### src/rtl/rst_sequencer_pkg.sv
// Shared types for the reset sequencer: FSM states and rst_cause encodings.
package rst_pkg;

    typedef enum logic [1:0] {
        WAIT_LOCK,
        RELEASE,
        RUN,
        HOLD
    } state_t;

    typedef enum logic [1:0] {
        CAUSE_POR  = 2'b00,
        CAUSE_SOFT = 2'b01,
        CAUSE_LOCK = 2'b10,
        CAUSE_WDT  = 2'b11
    } cause_t;

endpackage

### src/rtl/rst_sequencer_sync_2ff.sv
// Generic two-flop synchronizer with asynchronous active-low reset to 0.
module sync_2ff (
    input  logic clk,
    input  logic rst_n,
    input  logic d,
    output logic q
);

    logic meta;

    always_ff @(posedge clk or negedge rst_n) begin
        if (!rst_n) begin
            meta <= 1'b0;
            q    <= 1'b0;
        end else begin
            meta <= d;
            q    <= meta;
        end
    end

endmodule

### src/rtl/rst_sequencer.sv
// Ordered per-subsystem reset release after a filtered PLL lock, with cause logging.
// Optional watchdog reset source enabled by defining RST_SEQ_WDT_EN.
module rst_sequencer
    import rst_pkg::*;
#(
    parameter int unsigned N_STAGES    = 3,
    parameter int unsigned STAGE_DELAY = 16,
    parameter int unsigned LOCK_FILTER = 8,
    parameter int unsigned HOLD_CYCLES = 32,
    parameter int unsigned WDT_TIMEOUT = 1024
) (
    input  logic                clk,
    input  logic                rst_in_n,
    input  logic                pll_locked,
    input  logic                soft_rst_req,
    input  logic                wdt_kick,
    output logic [N_STAGES-1:0] stage_rst_n,
    output logic                sys_ready,
    output logic [1:0]          rst_cause
);

    localparam int unsigned FW = $clog2(LOCK_FILTER + 1);
    localparam int unsigned DW = $clog2(STAGE_DELAY + 1);
    localparam int unsigned HW = $clog2(HOLD_CYCLES + 1);
    localparam int unsigned IW = $clog2(N_STAGES + 1);

    localparam logic [FW-1:0] FILT_TERM = FW'(LOCK_FILTER);
    localparam logic [DW-1:0] DLY_TERM  = DW'(STAGE_DELAY - 1);
    localparam logic [HW-1:0] HOLD_TERM = HW'(HOLD_CYCLES - 1);
    localparam logic [IW-1:0] IDX_LAST  = IW'(N_STAGES - 1);

    state_t              state_q, state_d;
    cause_t              cause_q, cause_d, evt_cause;
    logic [FW-1:0]       filt_q, filt_d;
    logic [DW-1:0]       dly_q, dly_d;
    logic [HW-1:0]       hold_q, hold_d;
    logic [IW-1:0]       idx_q, idx_d;
    logic [N_STAGES-1:0] stage_d;
    logic                ready_d;
    logic                lock_s;
    logic                evt;
    logic                wdt_fire;

    sync_2ff u_lock_sync (
        .clk   (clk),
        .rst_n (rst_in_n),
        .d     (pll_locked),
        .q     (lock_s)
    );

`ifdef RST_SEQ_WDT_EN
    localparam int unsigned WW = $clog2(WDT_TIMEOUT + 1);
    localparam logic [WW-1:0] WDT_TERM = WW'(WDT_TIMEOUT - 1);

    logic [WW-1:0] wdt_q, wdt_d;

    assign wdt_fire = (state_q == RUN) && !wdt_kick && (wdt_q == WDT_TERM);

    // Counter is zero outside RUN, so RUN entry starts it from a cleared value.
    always_comb begin
        wdt_d = '0;
        if (state_q == RUN && !wdt_kick && !wdt_fire) begin
            wdt_d = wdt_q + 1'b1;
        end
    end

    always_ff @(posedge clk or negedge rst_in_n) begin
        if (!rst_in_n) begin
            wdt_q <= '0;
        end else begin
            wdt_q <= wdt_d;
        end
    end
`else
    localparam int unsigned unused_wdt_timeout = WDT_TIMEOUT;
    logic unused_wdt_kick;

    assign unused_wdt_kick = wdt_kick;
    assign wdt_fire        = 1'b0;
`endif

    always_comb begin
        state_d   = state_q;
        cause_d   = cause_q;
        filt_d    = filt_q;
        dly_d     = dly_q;
        hold_d    = hold_q;
        idx_d     = idx_q;
        stage_d   = stage_rst_n;
        ready_d   = sys_ready;
        evt       = 1'b0;
        evt_cause = CAUSE_POR;

        unique case (state_q)
            WAIT_LOCK: begin
                if (!lock_s) begin
                    filt_d = '0;
                end else if (filt_q == FILT_TERM) begin
                    state_d = RELEASE;
                    filt_d  = '0;
                    dly_d   = '0;
                    idx_d   = '0;
                end else begin
                    filt_d = filt_q + 1'b1;
                end
            end
            RELEASE: begin
                if (!lock_s) begin
                    evt       = 1'b1;
                    evt_cause = CAUSE_LOCK;
                end else if (dly_q == DLY_TERM) begin
                    dly_d   = '0;
                    stage_d = stage_rst_n | (N_STAGES'(1) << idx_q);
                    idx_d   = idx_q + 1'b1;
                    if (idx_q == IDX_LAST) begin
                        state_d = RUN;
                        ready_d = 1'b1;
                    end
                end else begin
                    dly_d = dly_q + 1'b1;
                end
            end
            RUN: begin
                if (!lock_s) begin
                    evt       = 1'b1;
                    evt_cause = CAUSE_LOCK;
                end else if (wdt_fire) begin
                    evt       = 1'b1;
                    evt_cause = CAUSE_WDT;
                end else if (soft_rst_req) begin
                    evt       = 1'b1;
                    evt_cause = CAUSE_SOFT;
                end
            end
            HOLD: begin
                if (hold_q == HOLD_TERM) begin
                    state_d = WAIT_LOCK;
                    hold_d  = '0;
                    filt_d  = '0;
                end else begin
                    hold_d = hold_q + 1'b1;
                end
            end
            default: state_d = WAIT_LOCK;
        endcase

        // All stages drop together on the event edge, whatever was already released.
        if (evt) begin
            state_d = HOLD;
            cause_d = evt_cause;
            stage_d = '0;
            ready_d = 1'b0;
            hold_d  = '0;
        end
    end

    always_ff @(posedge clk or negedge rst_in_n) begin
        if (!rst_in_n) begin
            state_q     <= WAIT_LOCK;
            cause_q     <= CAUSE_POR;
            filt_q      <= '0;
            dly_q       <= '0;
            hold_q      <= '0;
            idx_q       <= '0;
            stage_rst_n <= '0;
            sys_ready   <= 1'b0;
        end else begin
            state_q     <= state_d;
            cause_q     <= cause_d;
            filt_q      <= filt_d;
            dly_q       <= dly_d;
            hold_q      <= hold_d;
            idx_q       <= idx_d;
            stage_rst_n <= stage_d;
            sys_ready   <= ready_d;
        end
    end

    assign rst_cause = cause_q;

endmodule
### config.mk
export PLATFORM = sky130hd
export DESIGN_NAME = rst_sequencer
export DESIGN_NICKNAME = d
export VERILOG_FILES = /design/src/rtl/rst_sequencer_pkg.sv /design/src/rtl/rst_sequencer_sync_2ff.sv /design/src/rtl/rst_sequencer.sv
export SDC_FILE = /design/constraint.sdc
export NUM_CORES = 1
export LEC_CHECK = 0
export BUFFER_PORTS_ARGS = -buffer_cell sky130_fd_sc_hd__buf_2
export CAP_MARGIN = 20
export CORE_ASPECT_RATIO = 0.8
export CORE_MARGIN = 5
export CORE_UTILIZATION = 25
export CTS_CLUSTER_DIAMETER = 100
export DETAILED_ROUTE_END_ITERATION = 16
export HOLD_SLACK_MARGIN = 0.08
export SLEW_MARGIN = 30
export SYNTH_ARGS = -nofsm -noshare
export SYNTH_HDL_FRONTEND = slang
export SYNTH_SLANG_ARGS = --single-unit
### constraint.sdc
create_clock -name clk -period 3.19 [get_ports clk]
set_input_delay 0.1595 -clock clk [delete_from_list [all_inputs] [get_ports clk]]
set_output_delay 0.1595 -clock clk [all_outputs]
set_load 0.02 [all_outputs]
* Word-level counts from Yosys, hierarchy flattened
Index checks and enable logic that the tools add are counted.
** Word-level totals
- Register bits after elaboration :: 27
- Input bits :: 5
- Output and inout bits :: 6
- Word-level logic and storage cells :: 91
** Cells by class
- $add $sub $neg :: 4
- Eq/ne operators :: 18
- Shifts and indexed selects :: 1
- Multiplexer cells :: 42
- Bitwise logic cells :: 1
- Reductions and logical operators :: 15
** Operator list (number)
- $mux 2 :: 13
- $mux 5 :: 4
- $mux 6 :: 3
- $reduce_bool 2->1 :: 7
- $mux 3 :: 4
- $mux 4 :: 3
- $ne 3x3->1 const B :: 4
- $pmux 5 s2 :: 1
- $mux 1 :: 9
- $pmux 2 s2 :: 2
- $pmux 4 s2 :: 1
- $reduce_and 4->1 :: 2
- $reduce_and 7->1 :: 1
- $add 6x1->6 const B :: 1
- $eq 2x2->1 const B :: 3
- $eq 6x5->1 const B :: 1
- $ne 2x2->1 const B :: 3
- $ne 3x2->1 const B :: 2
- $pmux 2 s3 :: 1
- $add 5x1->5 const B :: 1
- $eq 5x4->1 const B :: 1
- $reduce_and 5->1 :: 1
- $add 4x1->4 const B :: 1
- $eq 4x4->1 const B :: 1
- 10 further kinds :: 11

* Logic depth before layout (Yosys ltp)
Gate-level depths: netlist of the first run.
- Depth in word-level cells :: 6
- Mapped depth :: 8
- Gate-level depth less buffers :: 7

* Modules after synthesis
From an unflattened synthesis of the first run, not the netlist that was laid out.
** Unflattened totals
- Cells, all modules :: 154
- Area total of the unflattened synthesis :: 1503.9 µm²
** By module, submodules not included
- rst_sequencer :: instances 1, cells an instance 152, area an instance 1453.9 µm², seq. area each 625.6 µm²
- sync_2ff :: instances 1, cells an instance 2, area an instance 50.0 µm², seq. area each 50.0 µm²

* Worst setup path after synthesis of the first run
No wires, ideal clock.
- Path kind :: register to register
- From :: reg state_q[0]
- To :: reg dly_q[3]
- Library setup time :: 0.092 ns
- Data arrival time :: 1.493 ns
- Data required time :: 3.098 ns
- Slack :: 1.605 ns
- Stages on the path, launching flop included :: 8
- Path buffers :: 0
- Clock period less this slack :: 1.585 ns
- Cell sequence :: dfrtp_1 -> inv_1 -> ha_1 -> nand2b_1 -> a21oi_2 -> nor2_2 -> or2_1 -> o31ai_2
** On the way
- Cells in the longest elaborated chain, start to end :: 3
- Elaborated cells on any way between the ends :: 8
- Those cells by class :: eq/ne: 4; mux: 1; reduce/logical: 3
** RTL lines
- start, declared :: line rst_sequencer.sv:32 : state_t state_q, state_d;
- start signal, assigned :: line rst_sequencer.sv:168 : state_q <= state_d;
- $eq 2x1->1 or $logic_not 2->1 (tied branches) :: line rst_sequencer.sv:94 : unique case (state_q)
- $ne 2x1->1 (no source line), or another cell as far along
- $reduce_and 4->1 (no source line)
- end signal, assigned :: line rst_sequencer.sv:171 : dly_q <= dly_d;
- end, declared :: line rst_sequencer.sv:35 : logic [DW-1:0] dly_q, dly_d;
Parallel ways exist; a longest one is shown, timed or not.
A chain may end at the register's enable or synchronous reset.

* Worst setup path after layout of the first run
- From :: reg state_q[0]
- To :: reg state_q[0]
** On the way
- Cells in the longest elaborated chain, start to end :: 4
- Elaborated cells on any way between the ends :: 15
- Those cells by class :: eq/ne: 9; mux: 3; reduce/logical: 3
** RTL lines (line)
- $eq 2x2->1 or $eq 2x1->1 (tied branches) :: rst_sequencer.sv:94
- $pmux 1 s2 :: rst_sequencer.sv:94
- $ne 3x2->1 (no source line), or another cell as far along
- $reduce_and 7->1 (no source line)
Parallel ways exist; a longest one is shown, timed or not.

==> results by group, run 1 <==
Status
  • Status: completed

Power
  • Sequential power share: 0.605
  • Internal power: 0.457 mW
  • Combinational share of power: 0.076
  • Lkg Pwr: between 0.7 and 0.8 nW
  • Max VDD drop: 0.000225 V
  • Clk pwr share: 0.319
  • Pwr Density: 356 nW/µm²
  • Psw: ~0.13 mW
  • Switching Share: 0.227

Yosys
  • Synthesized area per cell: around 9.5 µm²
  • Simple-gate share of the synthesized area: 0.192
  • Post-Syn Area: roughly 1500 µm²
  • Synthesized net count: 171
  • Main synth FF type: dfrtp_1
  • Mux contribution to synthesized area: 0.00688
  • Synth warn: 0
  • Adder-cell share of the synthesized area: 0.112
  • Gate Count Post-Synth: approximately 150
  • Synth unique cells: 36
  • Synth Area in XOR/XNOR: 0.0181
  • FF+latch count, synth: 27
  • Register area share after synthesis: 0.465
  • Main combinational cell family by area after synthesis: simple AND/OR/NAND/NOR gates
  • Post-synth EDFFs: 0
  • Post-synthesis compound-gate area fraction: 0.167
  • Synth async-reset ratio: 1.00

Global route
  • Total grt overflow: 0
  • First-pass GRT wire length: 4.71 mm
  • Vias in the first global route: a little over 1000
  • Initial antenna violation count: 0
  • Pin count of the biggest net entering global routing: 28
  • GRT Total Usage: 0.0793

Critical path
  • Register-to-Register Path Depth: 8
  • Crit. End Element: flip-flop
  • Crit start category: flip-flop
  • Critical Path Source: state_q[0]$_DFFE_PN0P_
  • Worst reg2reg path startpoint: state_q[0]$_DFFE_PN0P_
  • Reg2Reg Setup Slack: 1380 ps
  • WP data arrival: between 1500 and 2000 ps
  • Setup CP Type: reg -> reg
  • Peak fanout along the critical path: 12
  • Setup crit end: state_q[0]$_DFFE_PN0P_
  • Worst reg2reg endpoint: state_q[0]$_DFFE_PN0P_
  • Worst EP required: 3350 ps

Finish
  • P&R area growth vs syn: 13.9%
  • Final instance area: 1660 µm²
  • # nets final: 186
  • Layout cell share with drive strength beyond 1: 0.126
  • Inserted Diodes: 0
  • Most common cell after layout, fill and taps aside: dfrtp_1
  • Most frequent cells in the layout: dfrtp_1, nor2_1, o21ai_0

Detailed routing
  • Pre-antenna DRT Iters: 4
  • Total Wirelength: 2.59 mm
  • Routed vias: 1071
  • Drt drc: 0
  • Starting DRT DRC Count: 30
  • Post-DRT Antenna Nets: 0
  • Wire per inst: 10.6 µm
  • Vias/cell: 4.37

Floorplan
  • Height of the die: 78.2 µm
  • # IOs: 11
  • Starting Density: 0.262
  • Area of the core: 5560 µm²
  • Area of the die: between 7000 and 8000 µm²
  • Die W: 95.3 µm
  • Site row count: 24

Clock network
  • Clock transition at the registers of the reported paths: 90 ps
  • CTS root buffer: clkbuf_8
  • CTS tree: built
  • CTS Buffer Depth: 2
  • # clock sinks: 27
  • CTS resizes: 0
  • CTS H-tree lvls: 1
  • Clock latency on the worst-skew pair: 270 ps
  • Num CTS Buffers: 3

STA
  • Unrepaired setup endpoints after global routing: no
  • Slew headroom: 0.592
  • Worst-Margin Slew: 612 ps
  • Setup_tns: 0 ps
  • Worst hold slack: 236 ps
  • Hold Fails Final Rpt: 0
  • Achievable Freq: about 550 MHz
  • Max-slew violations: 0
  • Final clock skew: between 3 and 4 ps
  • Final Cycle Share: 0.568
  • Final setup fails: 0
  • Post-layout min period: 1810 ps

Place
  • Dpl cell area: 1590 µm²
  • Number of port buffers: 9
  • DP HPWL: 1.93 mm
  • Placer Congestion: ~0.72

Worst hold path
  • Hold Path Class: in -> reg

Run
  • # Max-Cap Violations: 0
-- per-layer routing --
layer,global-route usage,wire length [µm],up-vias
met1,0.102,1330,500
met3,0.0268,74,2
met4,0.0216,25,0
li1,-,-,563
met2,0.127,1160,6
met5,0,0,-
-- synth_stat cells, types with 2 or more instances --
cell type / instances / area share
nand2_1: 12 / 0.031
dfrtp_1: 27 / 0.46
a31oi_1: 3 / 0.013
xor2_1: 3 / 0.018
inv_1: 11 / 0.028
o21ai_0: 14 / 0.048
o22a_1: 2 / 0.012
o21a_1: 3 / 0.015
nand2b_1: 2 / 0.0086
nand3_1: 10 / 0.034
nor2_1: 20 / 0.052
and3_1: 3 / 0.013
a21oi_1: 7 / 0.024
nor2b_1: 2 / 0.0086
ha_1: 13 / 0.11
-- metrics by stage --
step                      utilization  cells  setup WS (ps)  power [mW]
after detailed placement        0.286    239           1360       0.409
after global placement          0.286    239           1380       0.407
after CTS                       0.298    245           1370       0.605
after global routing            0.298    245           1180       0.627
after floorplan                     -    153           1610       0.391
final                           0.298    245           1380       0.591
-- critical path, stage by stage, from the launching register on --
cell and delay [ps]:
dfrtp_1 420, inv_1 100, ha_1 370, nand3b_1 110, o21ai_0 80, buf_4 180
nor2_1 110, nand4_1 120, o22a_1 220
-- cells by family after synthesis --
family / count (synthesis)
buffers and inverters: 14
multiplexers: 1
adder cells (fa/ha/maj): 13
XOR/XNOR: 3
AND/OR/NAND/NOR: 57
flip-flops: 27
AO/OA/AOI/OAI: 38
-- repair_timing --
action / in CTS / in global routing
setup buffers: 0 / 0
endpoints found under the hold margin: 28 / 0
hold buffers: 2 / 0
-- layout make-up --
cell class,count,area (µm²)
Sequential cell,27,676
Timing Repair Buffer,12,72.6
Inverter,12,45.0
Fill cell,579,3900
Tap cell,78,97.6
Multi-Input combinational cell,112,721
Clock buffer,4,45.0
-- flip-flops by register name (all words and copies together), names as in the netlist --
name and cells:
u_lock_sync.meta 1, sys_ready 1, filt_q 4, idx_q 2
u_lock_sync.q 1, dly_q 5, stage_rst_n 3, hold_q 6
rst_cause 2, state_q 2
-- power by group through the flow --
| stage | clock [mW] | combinational (mW) | sequential [mW] |
|---|---|---|---|
| 6_report | 0.189 | 0.0449 | 0.357 |
| 5_1_grt | 0.216 | 0.0523 | 0.359 |
| 4_1_cts | 0.201 | 0.0466 | 0.357 |
| 3_5_place_dp | 0 | 0.0448 | 0.364 |
| 3_3_place_gp | 0 | 0.0437 | 0.364 |
| 2_1_floorplan | 0 | 0.0292 | 0.362 |
-- worst min path at each step --
stage	startpoint	to	depth (start not counted)	slack, ps
4_1_cts	soft_rst_req	rst_cause[0]$_DFFE_PN0P_	3	230
3_3_place_gp	rst_in_n	rst_cause[1]$_DFFE_PN0P_	1	220
5_1_grt	soft_rst_req	rst_cause[0]$_DFFE_PN0P_	3	250
3_5_place_dp	rst_in_n	filt_q[3]$_DFFE_PN0P_	1	220
2_1_floorplan	rst_in_n	dly_q[0]$_DFFE_PN0P_	0	-140
6_report	soft_rst_req	rst_cause[0]$_DFFE_PN0P_	3	240
Note: power is estimated with default switching activity, not from simulation.
==> run 2: changes to the inputs <==
- clock period: 3.19 -> 1.9 ns (I/O delays scaled with it)
==> run 2 against run 1 <==
  * Critical path depth fell by 1
  * Critical endpoint unchanged
  * Global-route usage is 0.30 points higher
  * Flip-flop and latch count did not move
  * Largest cell class unchanged
==> results by group, run 2 (synthesized netlist as in run 1, its figures left out) <==
Floorplan
  • Area of the core: 5560 µm²
  • Height of the die: slightly below 80 µm
  • Area of the die: 7450 µm²
  • Starting Density: 0.262
  • Site row count: 24
  • Die W: 95.3 µm
  • # IOs: 11

Finish
  • Inserted Diodes: 0
  • # fillers: 586
  • Most common cell after layout, fill and taps aside: dfrtp_1
  • Max reg flops: 6
  • P&R area growth vs syn: 15.1%
  • Most flops, register: hold_q
  • Layout cell share with drive strength beyond 1: 0.142
  • Largest registers: hold_q x6, dly_q x5, filt_q x4
  • Most frequent cells in the layout: dfrtp_1, nor2_1, o21ai_0
  • # nets final: 188

STA
  • Worst-Margin Slew: 641 ps
  • Final setup fails: 0
  • Unrepaired setup endpoints after global routing: no
  • Final Cycle Share: 0.899
  • Final clock skew: 3.56 ps
  • Achievable Freq: slightly below 600 MHz
  • Hold Fails Final Rpt: 0
  • Setup_tns: 0 ps
  • Post-layout min period: around 1700 ps
  • Max-slew violations: 0
  • Slew headroom: 0.573

Power
  • Final Power: between 1 and 1.5 mW
  • Pwr Density: 601 nW/µm²
  • Max VDD drop: approximately 0.00040 V
  • Lkg Pwr: approximately 0.78 nW

Place
  • DP HPWL: 1.98 mm
  • Number of port buffers: 9
  • Placer Congestion: 0.739

Detailed routing
  • Drt drc: 0
  • Post-DRT Antenna Nets: 0
  • Wire per inst: roughly 11 µm
  • Pre-antenna DRT Iters: 4
  • Routed vias: 1086
  • Vias/cell: 4.40
  • Total Wirelength: 2.75 mm
  • Starting DRT DRC Count: 43

Run
  • # Max-Cap Violations: 0

Clock network
  • Clock latency on the worst-skew pair: 270 ps
  • CTS tree: built
  • Num CTS Buffers: 3
  • CTS Buffer Depth: 2
  • Clock transition at the registers of the reported paths: 90 ps
  • # clock sinks: 27
  • Postcts setup bufs: 0
  • CTS H-tree lvls: 1
  • CTS root buffer: clkbuf_8

Global route
  • Total grt overflow: 0
  • Vias in the first global route: 1062
  • Initial antenna violation count: 0
  • GRT Total Usage: 0.0823
  • First-pass GRT wire length: 4.95 mm
  • Pin count of the biggest net entering global routing: 28

Critical path
  • Worst EP required: just over 2000 ps
  • Crit. End Element: flip-flop
  • Crit start category: flip-flop
  • WP data arrival: 1870 ps
  • Peak fanout along the critical path: 6
  • Setup CP Type: reg -> reg

Status
  • Status: completed

Worst hold path
  • Hold Path Class: in -> reg
run 2: cell count changes in the layout (fill, tap and decap cells not counted):
cell     previous run  this run
buf_4               1         3
ha_1               13        12
ha_2                0         1
o21ai_0            14        13
o21ai_1             0         1
run 2: final cells by class:
cell class / count / area, µm² / area share
Timing Repair Buffer: 14 / 87.6 / 0.0523
Clock buffer: 4 / 45.0 / 0.0269
Tap cell: 78 / 97.6 / 0.0583
Inverter: 12 / 45.0 / 0.0269
Sequential cell: 27 / 676 / 0.404
Multi-Input combinational cell: 112 / 723 / 0.432
run 2: final timing paths:
check                      depth (start not counted)                       end  slack (ps)                  startpoint
max                                                7    state_q[0]$_DFFE_PN0P_         190      state_q[0]$_DFFE_PN0P_
min                                                3  rst_cause[0]$_DFFE_PN0P_         150                soft_rst_req
max reg2reg                                        7    state_q[0]$_DFFE_PN0P_         190      state_q[0]$_DFFE_PN0P_
min reg2reg                                        0   u_lock_sync.q$_DFF_PN0_         360  u_lock_sync.meta$_DFF_PN0_
max in group asynchronous                          2     hold_q[5]$_DFFE_PN0P_        1110                    rst_in_n
min in group asynchronous                          2  rst_cause[1]$_DFFE_PN0P_         370                    rst_in_n
run 2: through the flow:
stage	util	hold slack (ps)	instance area (µm²)	setup slack, ps	std cells
floorplan	-	-201	1450	315	153
detailed placement	0.289	157	1610	152	241
global route	0.301	190	1670	31.1	247
finish	0.301	146	1670	191	247
global placement	0.289	156	1610	175	241
CTS	0.301	144	1670	133	247
run 2: layer usage:
layer  vias up  part of all wire  GRT usage
met5         -                 0          0
met4         0             0.011     0.0231
met3         4             0.039     0.0277
met2        14              0.43      0.123
met1       512              0.52      0.113
li1        556                 -          -
run 2: worst max-delay path, cell delays in order (launching register included):
cell     delay [ps]
dfrtp_1         430
inv_1           100
ha_1            380
nor2b_1          70
o21a_1          180
nor2_1           90
nand4_1         120
o22a_1          230
run 2: report_power, final:
part / switching, mW / internal [mW]
logic: 0.0469 / 0.0319
registers: 0.0133 / 0.586
clock network: 0.178 / 0.150
total: 0.238 / 0.769
run 2: timing repair:
| action | 4_1_cts | 5_1_grt |
|---|---|---|
| resized for setup | 0 | 2 |
| endpoints found under the setup margin | 0 | 3 |
| endpoints found under the hold margin | 28 | 0 |
| hold buffers | 2 | 0 |
